**src/rtl/vga_sync_pulse_gen_pkg.sv**
```systemverilog
// vga_sync_pulse_gen_pkg: 640x480@60 raster defaults and timing helpers
// shared by the sync generator and the pixel pipeline.
package vga_sync_pulse_gen_pkg;

  localparam int H_ACTIVE_DEF = 640;
  localparam int H_FP_DEF     = 16;
  localparam int H_SYNC_DEF   = 96;
  localparam int H_BP_DEF     = 48;
  localparam int V_ACTIVE_DEF = 480;
  localparam int V_FP_DEF     = 10;
  localparam int V_SYNC_DEF   = 2;
  localparam int V_BP_DEF     = 33;
  localparam int CW_DEF       = 10;

  function automatic int axis_total(
    input int act,
    input int fp,
    input int sync,
    input int bp
  );
    return act + fp + sync + bp;
  endfunction

  // A sync end that lands exactly on TOTAL happens at count 0.
  function automatic int sync_end_cmp(
    input int s_end,
    input int total
  );
    return (s_end >= total) ? s_end - total : s_end;
  endfunction

endpackage

```
**src/rtl/vga_sync_pulse_gen_if.sv**
```systemverilog
// vga_sync_pulse_gen_if: pixel strobe in; sync pulses, coordinates,
// video_on and frame_start out. master = generator, slave = consumer.
interface vga_sync_pulse_gen_if #(
  parameter int CW = 10
);

  logic          pix_en;
  logic          hs_set;
  logic          hs_reset;
  logic          vs_set;
  logic          vs_reset;
  logic [CW-1:0] pixel_x;
  logic [CW-1:0] pixel_y;
  logic          video_on;
  logic          frame_start;

  modport master (
    input  pix_en,
    output hs_set,
    output hs_reset,
    output vs_set,
    output vs_reset,
    output pixel_x,
    output pixel_y,
    output video_on,
    output frame_start
  );

  modport slave (
    output pix_en,
    input  hs_set,
    input  hs_reset,
    input  vs_set,
    input  vs_reset,
    input  pixel_x,
    input  pixel_y,
    input  video_on,
    input  frame_start
  );

endinterface

```
**src/rtl/vga_axis_counter.sv**
```systemverilog
// vga_axis_counter: one raster axis. Ports: clk, reset, inc (advance),
// count, wrap (comb: inc at TOTAL-1), sync_set/sync_reset, active (regs).
module vga_axis_counter
  import vga_sync_pulse_gen_pkg::*;
#(
  parameter int TOTAL      = 800,
  parameter int SYNC_START = 656,
  parameter int SYNC_END   = 752,
  parameter int ACTIVE     = 640,
  parameter int CW         = 10
) (
  input  logic          clk,
  input  logic          reset,
  input  logic          inc,
  output logic [CW-1:0] count,
  output logic          wrap,
  output logic          sync_set,
  output logic          sync_reset,
  output logic          active
);

  localparam logic [CW-1:0] LAST   = CW'(TOTAL - 1);
  localparam logic [CW-1:0] SET_AT = CW'(SYNC_START);
  localparam logic [CW-1:0] RST_AT =
    CW'(sync_end_cmp(SYNC_END, TOTAL));
  localparam logic [CW-1:0] ACT_N  = CW'(ACTIVE);
  localparam logic          ACT_0  = (ACTIVE > 0);

  logic [CW-1:0] count_q;
  logic [CW-1:0] count_d;
  logic          set_q;
  logic          rst_q;
  logic          act_q;
  logic          last;

  assign last    = (count_q == LAST);
  assign count_d = last ? '0 : count_q + CW'(1);
  assign wrap    = inc & last;

  // Pulses are recomputed every clk, so they drop after one
  // clk even while inc stays low. act_q resets to the value of
  // count 0; the top masks video_on until the first strobe.
  always_ff @(posedge clk or posedge reset) begin
    if (reset) begin
      count_q <= '0;
      set_q   <= 1'b0;
      rst_q   <= 1'b0;
      act_q   <= ACT_0;
    end else begin
      set_q <= inc & (count_d == SET_AT);
      rst_q <= inc & (count_d == RST_AT);
      if (inc) begin
        count_q <= count_d;
        act_q   <= (count_d < ACT_N);
      end
    end
  end

  assign count      = count_q;
  assign sync_set   = set_q;
  assign sync_reset = rst_q;
  assign active     = act_q;

endmodule

```
**src/rtl/vga_sync_pulse_gen.sv**
```systemverilog
// vga_sync_pulse_gen: raster timing top. Ports: clk, reset (async,
// active-high), bus (master: pix_en in; sync pulses, x/y, video_on out).
module vga_sync_pulse_gen
  import vga_sync_pulse_gen_pkg::*;
#(
  parameter int H_ACTIVE = H_ACTIVE_DEF,
  parameter int H_FP     = H_FP_DEF,
  parameter int H_SYNC   = H_SYNC_DEF,
  parameter int H_BP     = H_BP_DEF,
  parameter int V_ACTIVE = V_ACTIVE_DEF,
  parameter int V_FP     = V_FP_DEF,
  parameter int V_SYNC   = V_SYNC_DEF,
  parameter int V_BP     = V_BP_DEF,
  parameter int CW       = CW_DEF
) (
  input logic                  clk,
  input logic                  reset,
  vga_sync_pulse_gen_if.master bus
);

  localparam int H_TOTAL =
    axis_total(H_ACTIVE, H_FP, H_SYNC, H_BP);
  localparam int HS_START = H_ACTIVE + H_FP;
  localparam int HS_END   = HS_START + H_SYNC;
  localparam int V_TOTAL =
    axis_total(V_ACTIVE, V_FP, V_SYNC, V_BP);
  localparam int VS_START = V_ACTIVE + V_FP;
  localparam int VS_END   = VS_START + V_SYNC;

  logic [CW-1:0] h_cnt;
  logic [CW-1:0] v_cnt;
  logic          h_wrap;
  logic          v_wrap;
  logic          h_set;
  logic          h_rst;
  logic          v_set;
  logic          v_rst;
  logic          h_act;
  logic          v_act;
  logic          v_inc;

  logic          arm_q;
  logic          arm_d;
  logic          init_q;
  logic          init_d;
  logic          frame_q;
  logic          frame_d;

  assign v_inc = bus.pix_en & h_wrap;

  vga_axis_counter #(
    .TOTAL      (H_TOTAL),
    .SYNC_START (HS_START),
    .SYNC_END   (HS_END),
    .ACTIVE     (H_ACTIVE),
    .CW         (CW)
  ) u_h (
    .clk        (clk),
    .reset      (reset),
    .inc        (bus.pix_en),
    .count      (h_cnt),
    .wrap       (h_wrap),
    .sync_set   (h_set),
    .sync_reset (h_rst),
    .active     (h_act)
  );

  vga_axis_counter #(
    .TOTAL      (V_TOTAL),
    .SYNC_START (VS_START),
    .SYNC_END   (VS_END),
    .ACTIVE     (V_ACTIVE),
    .CW         (CW)
  ) u_v (
    .clk        (clk),
    .reset      (reset),
    .inc        (v_inc),
    .count      (v_cnt),
    .wrap       (v_wrap),
    .sync_set   (v_set),
    .sync_reset (v_rst),
    .active     (v_act)
  );

  // arm_q stays set from reset until the first strobe; that
  // strobe emits one reset pulse to put the latches in a known state.
  assign arm_d   = arm_q & ~bus.pix_en;
  assign init_d  = arm_q & bus.pix_en;
  assign frame_d = v_wrap;

  always_ff @(posedge clk or posedge reset) begin
    if (reset) begin
      arm_q   <= 1'b1;
      init_q  <= 1'b0;
      frame_q <= 1'b0;
    end else begin
      arm_q   <= arm_d;
      init_q  <= init_d;
      frame_q <= frame_d;
    end
  end

  assign bus.pixel_x     = h_cnt;
  assign bus.pixel_y     = v_cnt;
  assign bus.hs_set      = h_set;
  assign bus.hs_reset    = h_rst | init_q;
  assign bus.vs_set      = v_set;
  assign bus.vs_reset    = v_rst | init_q;
  assign bus.video_on    = h_act & v_act & ~arm_q;
  assign bus.frame_start = frame_q;

endmodule

```
**src/flat_wrapper.sv**
```systemverilog
// flat-port wrapper written by rule: the top's interface ports become plain ports
module vga_sync_pulse_gen_flat import vga_sync_pulse_gen_pkg::*;
#(
  parameter int H_ACTIVE = H_ACTIVE_DEF,
  parameter int H_FP     = H_FP_DEF,
  parameter int H_SYNC   = H_SYNC_DEF,
  parameter int H_BP     = H_BP_DEF,
  parameter int V_ACTIVE = V_ACTIVE_DEF,
  parameter int V_FP     = V_FP_DEF,
  parameter int V_SYNC   = V_SYNC_DEF,
  parameter int V_BP     = V_BP_DEF,
  parameter int CW       = CW_DEF
)
  (clk, reset, bus_pix_en, bus_hs_set, bus_hs_reset, bus_vs_set, bus_vs_reset, bus_pixel_x, bus_pixel_y, bus_video_on, bus_frame_start);
  vga_sync_pulse_gen_if #(.CW(CW)) bus_i ();
  input logic clk;
  input logic reset;
  input wire logic [$bits(bus_i.pix_en)-1:0] bus_pix_en;
  output wire logic [$bits(bus_i.hs_set)-1:0] bus_hs_set;
  output wire logic [$bits(bus_i.hs_reset)-1:0] bus_hs_reset;
  output wire logic [$bits(bus_i.vs_set)-1:0] bus_vs_set;
  output wire logic [$bits(bus_i.vs_reset)-1:0] bus_vs_reset;
  output wire logic [$bits(bus_i.pixel_x)-1:0] bus_pixel_x;
  output wire logic [$bits(bus_i.pixel_y)-1:0] bus_pixel_y;
  output wire logic [$bits(bus_i.video_on)-1:0] bus_video_on;
  output wire logic [$bits(bus_i.frame_start)-1:0] bus_frame_start;
  assign bus_i.pix_en = bus_pix_en;
  assign bus_hs_set = bus_i.hs_set;
  assign bus_hs_reset = bus_i.hs_reset;
  assign bus_vs_set = bus_i.vs_set;
  assign bus_vs_reset = bus_i.vs_reset;
  assign bus_pixel_x = bus_i.pixel_x;
  assign bus_pixel_y = bus_i.pixel_y;
  assign bus_video_on = bus_i.video_on;
  assign bus_frame_start = bus_i.frame_start;
  vga_sync_pulse_gen #(.H_ACTIVE(H_ACTIVE), .H_FP(H_FP), .H_SYNC(H_SYNC), .H_BP(H_BP), .V_ACTIVE(V_ACTIVE), .V_FP(V_FP), .V_SYNC(V_SYNC), .V_BP(V_BP), .CW(CW)) u_core (.clk(clk), .reset(reset), .bus(bus_i));
endmodule
```
**config.mk**
```make
export PLATFORM = sky130hd
export DESIGN_NAME = vga_sync_pulse_gen_flat
export DESIGN_NICKNAME = d
export VERILOG_FILES = /design/src/rtl/vga_sync_pulse_gen_pkg.sv /design/src/rtl/vga_sync_pulse_gen_if.sv /design/src/rtl/vga_axis_counter.sv /design/src/rtl/vga_sync_pulse_gen.sv /design/src/flat_wrapper.sv
export SDC_FILE = /design/constraint.sdc
export NUM_CORES = 1
export LEC_CHECK = 0
export ABC_CLOCK_PERIOD_IN_PS = 3900
export BUFFER_PORTS_ARGS = -buffer_cell sky130_fd_sc_hd__buf_2
export CAP_MARGIN = 20
export CORE_MARGIN = 2
export CORE_UTILIZATION = 37
export DETAILED_ROUTE_END_ITERATION = 6
export GPL_ROUTABILITY_DRIVEN = 0
export PLACE_DENSITY_LB_ADDON = 0.05
export SLEW_MARGIN = 20
export SYNTH_ARGS = -nofsm -noshare
export SYNTH_HDL_FRONTEND = slang
export SYNTH_HIERARCHICAL = 1
export SYNTH_SLANG_ARGS = --single-unit
```
**constraint.sdc**
```tcl
create_clock -name clk -period 3.9 [get_ports clk]
set_input_delay 0.195 -clock clk [delete_from_list [all_inputs] [get_ports clk]]
set_output_delay 0.195 -clock clk [all_outputs]
set_load 0.05 [all_outputs]
```
==> out/results.txt <==
Number of hold buffers added after CTS - 1
Critical path type - flip-flop to flip-flop
Port-buffer cells - 28
Data arrival, critical path - 2.90 ns
Final worst path period share - 70.0%
Clk slew on worst S/H paths - 0.06 ns
Starting density of the core - 37.7%
Overall via count from detail_route - 1521
Clk pwr share - 24.9%
First-pass GRT wire length - 6670 um
Sequential area share after synthesis - 38.6%
WL final - 4100 um
Initial antenna violation count - 0
Num ports - 29
Worst vdd ir - 0.000274 V
Final slew viol count - 0
Vias per cell - 5.21
Fmax - 0.367 GHz
Switching power - 0.396 mW
Cell taking the most area after synthesis - dfrtp_1
Synth area leaders - dfrtp_1 (34%), dfstp_2 (4.2%), xnor2_1 (4.2%)
Prevailing post-synth register cell - dfrtp_1
Yosys reg bits - 29
Sw frac - 42.2%
Synthesized Nets - 208
FFs w/ async S/R, synth - 100%
RSZ-0062 raised after global routing - false
Iteration-0 DRC Markers - 73
P_leak - 0.902 nW
Clk_lat worst skew - 0.27 ns
Worst Skew - 0.00717 ns
Combinational power share - 30.3%
Cells after DPL - 283
Post-synth EDFFs - 0
Total power draw - 0.938 mW
Mapped Avg Cell Area - 9.41 sq um
CP startpoint kind - flip-flop
CP Max Fanout - 18
Worst-margin pin slew - 0.540 ns
Design Area, Final - 2090 sq um
GR Overflow Total - 0
Dpl cell area - 1990 sq um
Setup bufs post-CTS - 0
CP required - 4.07 ns
Core area - 5010 sq um
Finish-stage setup viols - 0
Top-area cell type share of the netlist area - 34.4%
Status - finished clean
Die Span X - 75.5 um
Yosys cell types - 60
Pre-antenna DRT Iters - 4
Area growth from synthesis to layout - 10.4%
Site Rows - 26
Total Nets Final - 228
Num CTS Buffers - 5
Layout cells sized above 1 - 26.6%
Largest net degree at the start of global routing - 19
DPL Wire Length - 2930 um
Slowest stage delay, CP - 0.49 ns
Sequential Power Share - 44.8%
Post_cts resized - 0
Max clock buf depth - 2
Synthesized cell area - 1890 sq um
GRT Total Usage - 15.4%
Fin util - 41.7%
# clock sinks - 29
DIE HEIGHT - 75.5 um
Setup crit end kind - flip-flop
Clk root buf - clkbuf_8
Inserted Diodes - 0
H-tree depth - 2
Final Hold Viols - 0
Cell area power density - 449 nW/um^2
Cells after Synth - 201
Slew margin rel. - 63.9%
Setup TNS - 0 ns
Maxcap violations - 0
Internal Dissipation - 0.542 mW
Critical path's slowest cell - dfrtp_1
Hold Crit Class - input port to flip-flop
Time the worst path needs with I/O delays and setup - 2.73 ns
Vias in the first global route - 1365
CP Cell Sequence - ha_1, and4_4, and3_4, and2_1, and2_2, nor4bb_1, a32oi_1, o311a_1, nor4b_2
Die area - 5700 sq um
Final antenna-violating net count - 0
CTS tree - done
Wire per inst - 14.0 um
Final std cells w/o fill - 292
Ys Warns - 6
DRC Markers - 0
cell type report:
class / count / area (sq um)
repair buffers: 29 / 150
multi-input cells: 146 / 1000
clock buffers: 6 / 72.6
well taps: 70 / 87.6
inverters: 10 / 37.5
clock inverters: 2 / 10.0
flip-flops and latches: 29 / 729
fillers: 521 / 2920
stage by stage:
stage	setup slack, ns	hold slack (ns)
final	1.17	0.317
after global placement	1.31	0.0770
after floorplan	1.24	-0.0521
after global routing	0.998	0.344
after detailed placement	1.19	0.0836
after CTS	1.17	0.323
layout by cell type (no fill, tap or decap), types with 5 or more instances in the layout:
cell type	n
buf_2	28
dfrtp_1	26
nand2_1	19
o21ai_0	11
nor2_1	11
inv_1	10
xnor2_1	9
nor3_1	8
a21oi_1	8
nand4_1	7
nand3_1	6
clkbuf_8	5
synthesized netlist by cell type (3+ instances only):
cell type and instances:
o21ai_0 11, nor4b_2 3, buf_2 4, nor2_1 11, nor3_1 8, nand2_1 19
buf_6 5, ha_1 4, nand4_1 7, buf_4 3, xnor2_1 9, dfrtp_1 26
dfstp_2 3, and2_1 4, inv_1 10, clkbuf_1 3, a21oi_1 8, and2_2 3
a22o_1 3, nand3_1 6, mux2_2 3
power groups by stage:
stage / Clock, mW / Combinational (mW) / Sequential (mW)
2_1_floorplan: 0 / 0.171 / 0.484
3_3_place_gp: 0 / 0.286 / 0.423
3_5_place_dp: 0 / 0.282 / 0.426
4_1_cts: 0.244 / 0.285 / 0.422
5_1_grt: 0.255 / 0.303 / 0.434
6_report: 0.234 / 0.284 / 0.420
metal layers:
| layer | global-route usage, % | part of all wire [%] | vias to the layer above |
|---|---|---|---|
| met5 | 0 | 0 | - |
| met4 | 5.85 | 1.3 | 0 |
| met3 | 3.70 | 5.1 | 7 |
| met2 | 19.4 | 39 | 41 |
| met1 | 24.5 | 54 | 711 |
| li1 | - | - | 762 |
cells by family after synthesis:
family,count (synthesis),share of synthesized area (%)
muxes,4,2.32
buffers and inverters,26,8.54
xor gates and xnor gates,10,4.63
DFF,29,38.6
and+or+nand+nor,86,28.1
adders and majority gates,4,2.65
AOI/OAI and AO/OA,42,15.2
final timing paths:
path,cells past startpoint,startpoint,to,slack [ns]
max in group asynchronous,3,reset,u_core/u_v/active$_DFFE_PP1P_,3.01
min in group asynchronous,3,reset,u_core/bus.frame_start$_DFF_PP0_,0.35
worst min-delay path,3,bus_pix_en,u_core/u_h/count[3]$_DFFE_PP0P_,0.32
worst min register to register,2,u_core/u_v/active$_DFFE_PP1P_,u_core/u_v/active$_DFFE_PP1P_,0.49
worst max register to register,9,u_core/u_h/count[0]$_DFFE_PP0P_,u_core/u_v/sync_reset$_DFF_PP0_,1.17
worst max-delay path,9,u_core/u_h/count[0]$_DFFE_PP0P_,u_core/u_v/sync_reset$_DFF_PP0_,1.17
flip-flops by register name, indices dropped and copies added (netlist names):
name	count
u_core/u_h/count	10
u_core/init_q	1
u_core/u_v/active	1
u_core/u_h/active	1
u_core/u_v/count	10
u_core/u_v/sync_set	1
u_core/bus.frame_start	1
u_core/u_h/sync_reset	1
u_core/u_h/sync_set	1
u_core/arm_q	1
u_core/u_v/sync_reset	1
critical path, delay by kind of cell (launching register included):
family	cells	cell delay (ns)
flops	1	0.49
fa+ha+maj	1	0.37
compound gates	2	0.29
simple gates	6	1.49
Note: power is estimated with default switching activity, not from simulation.
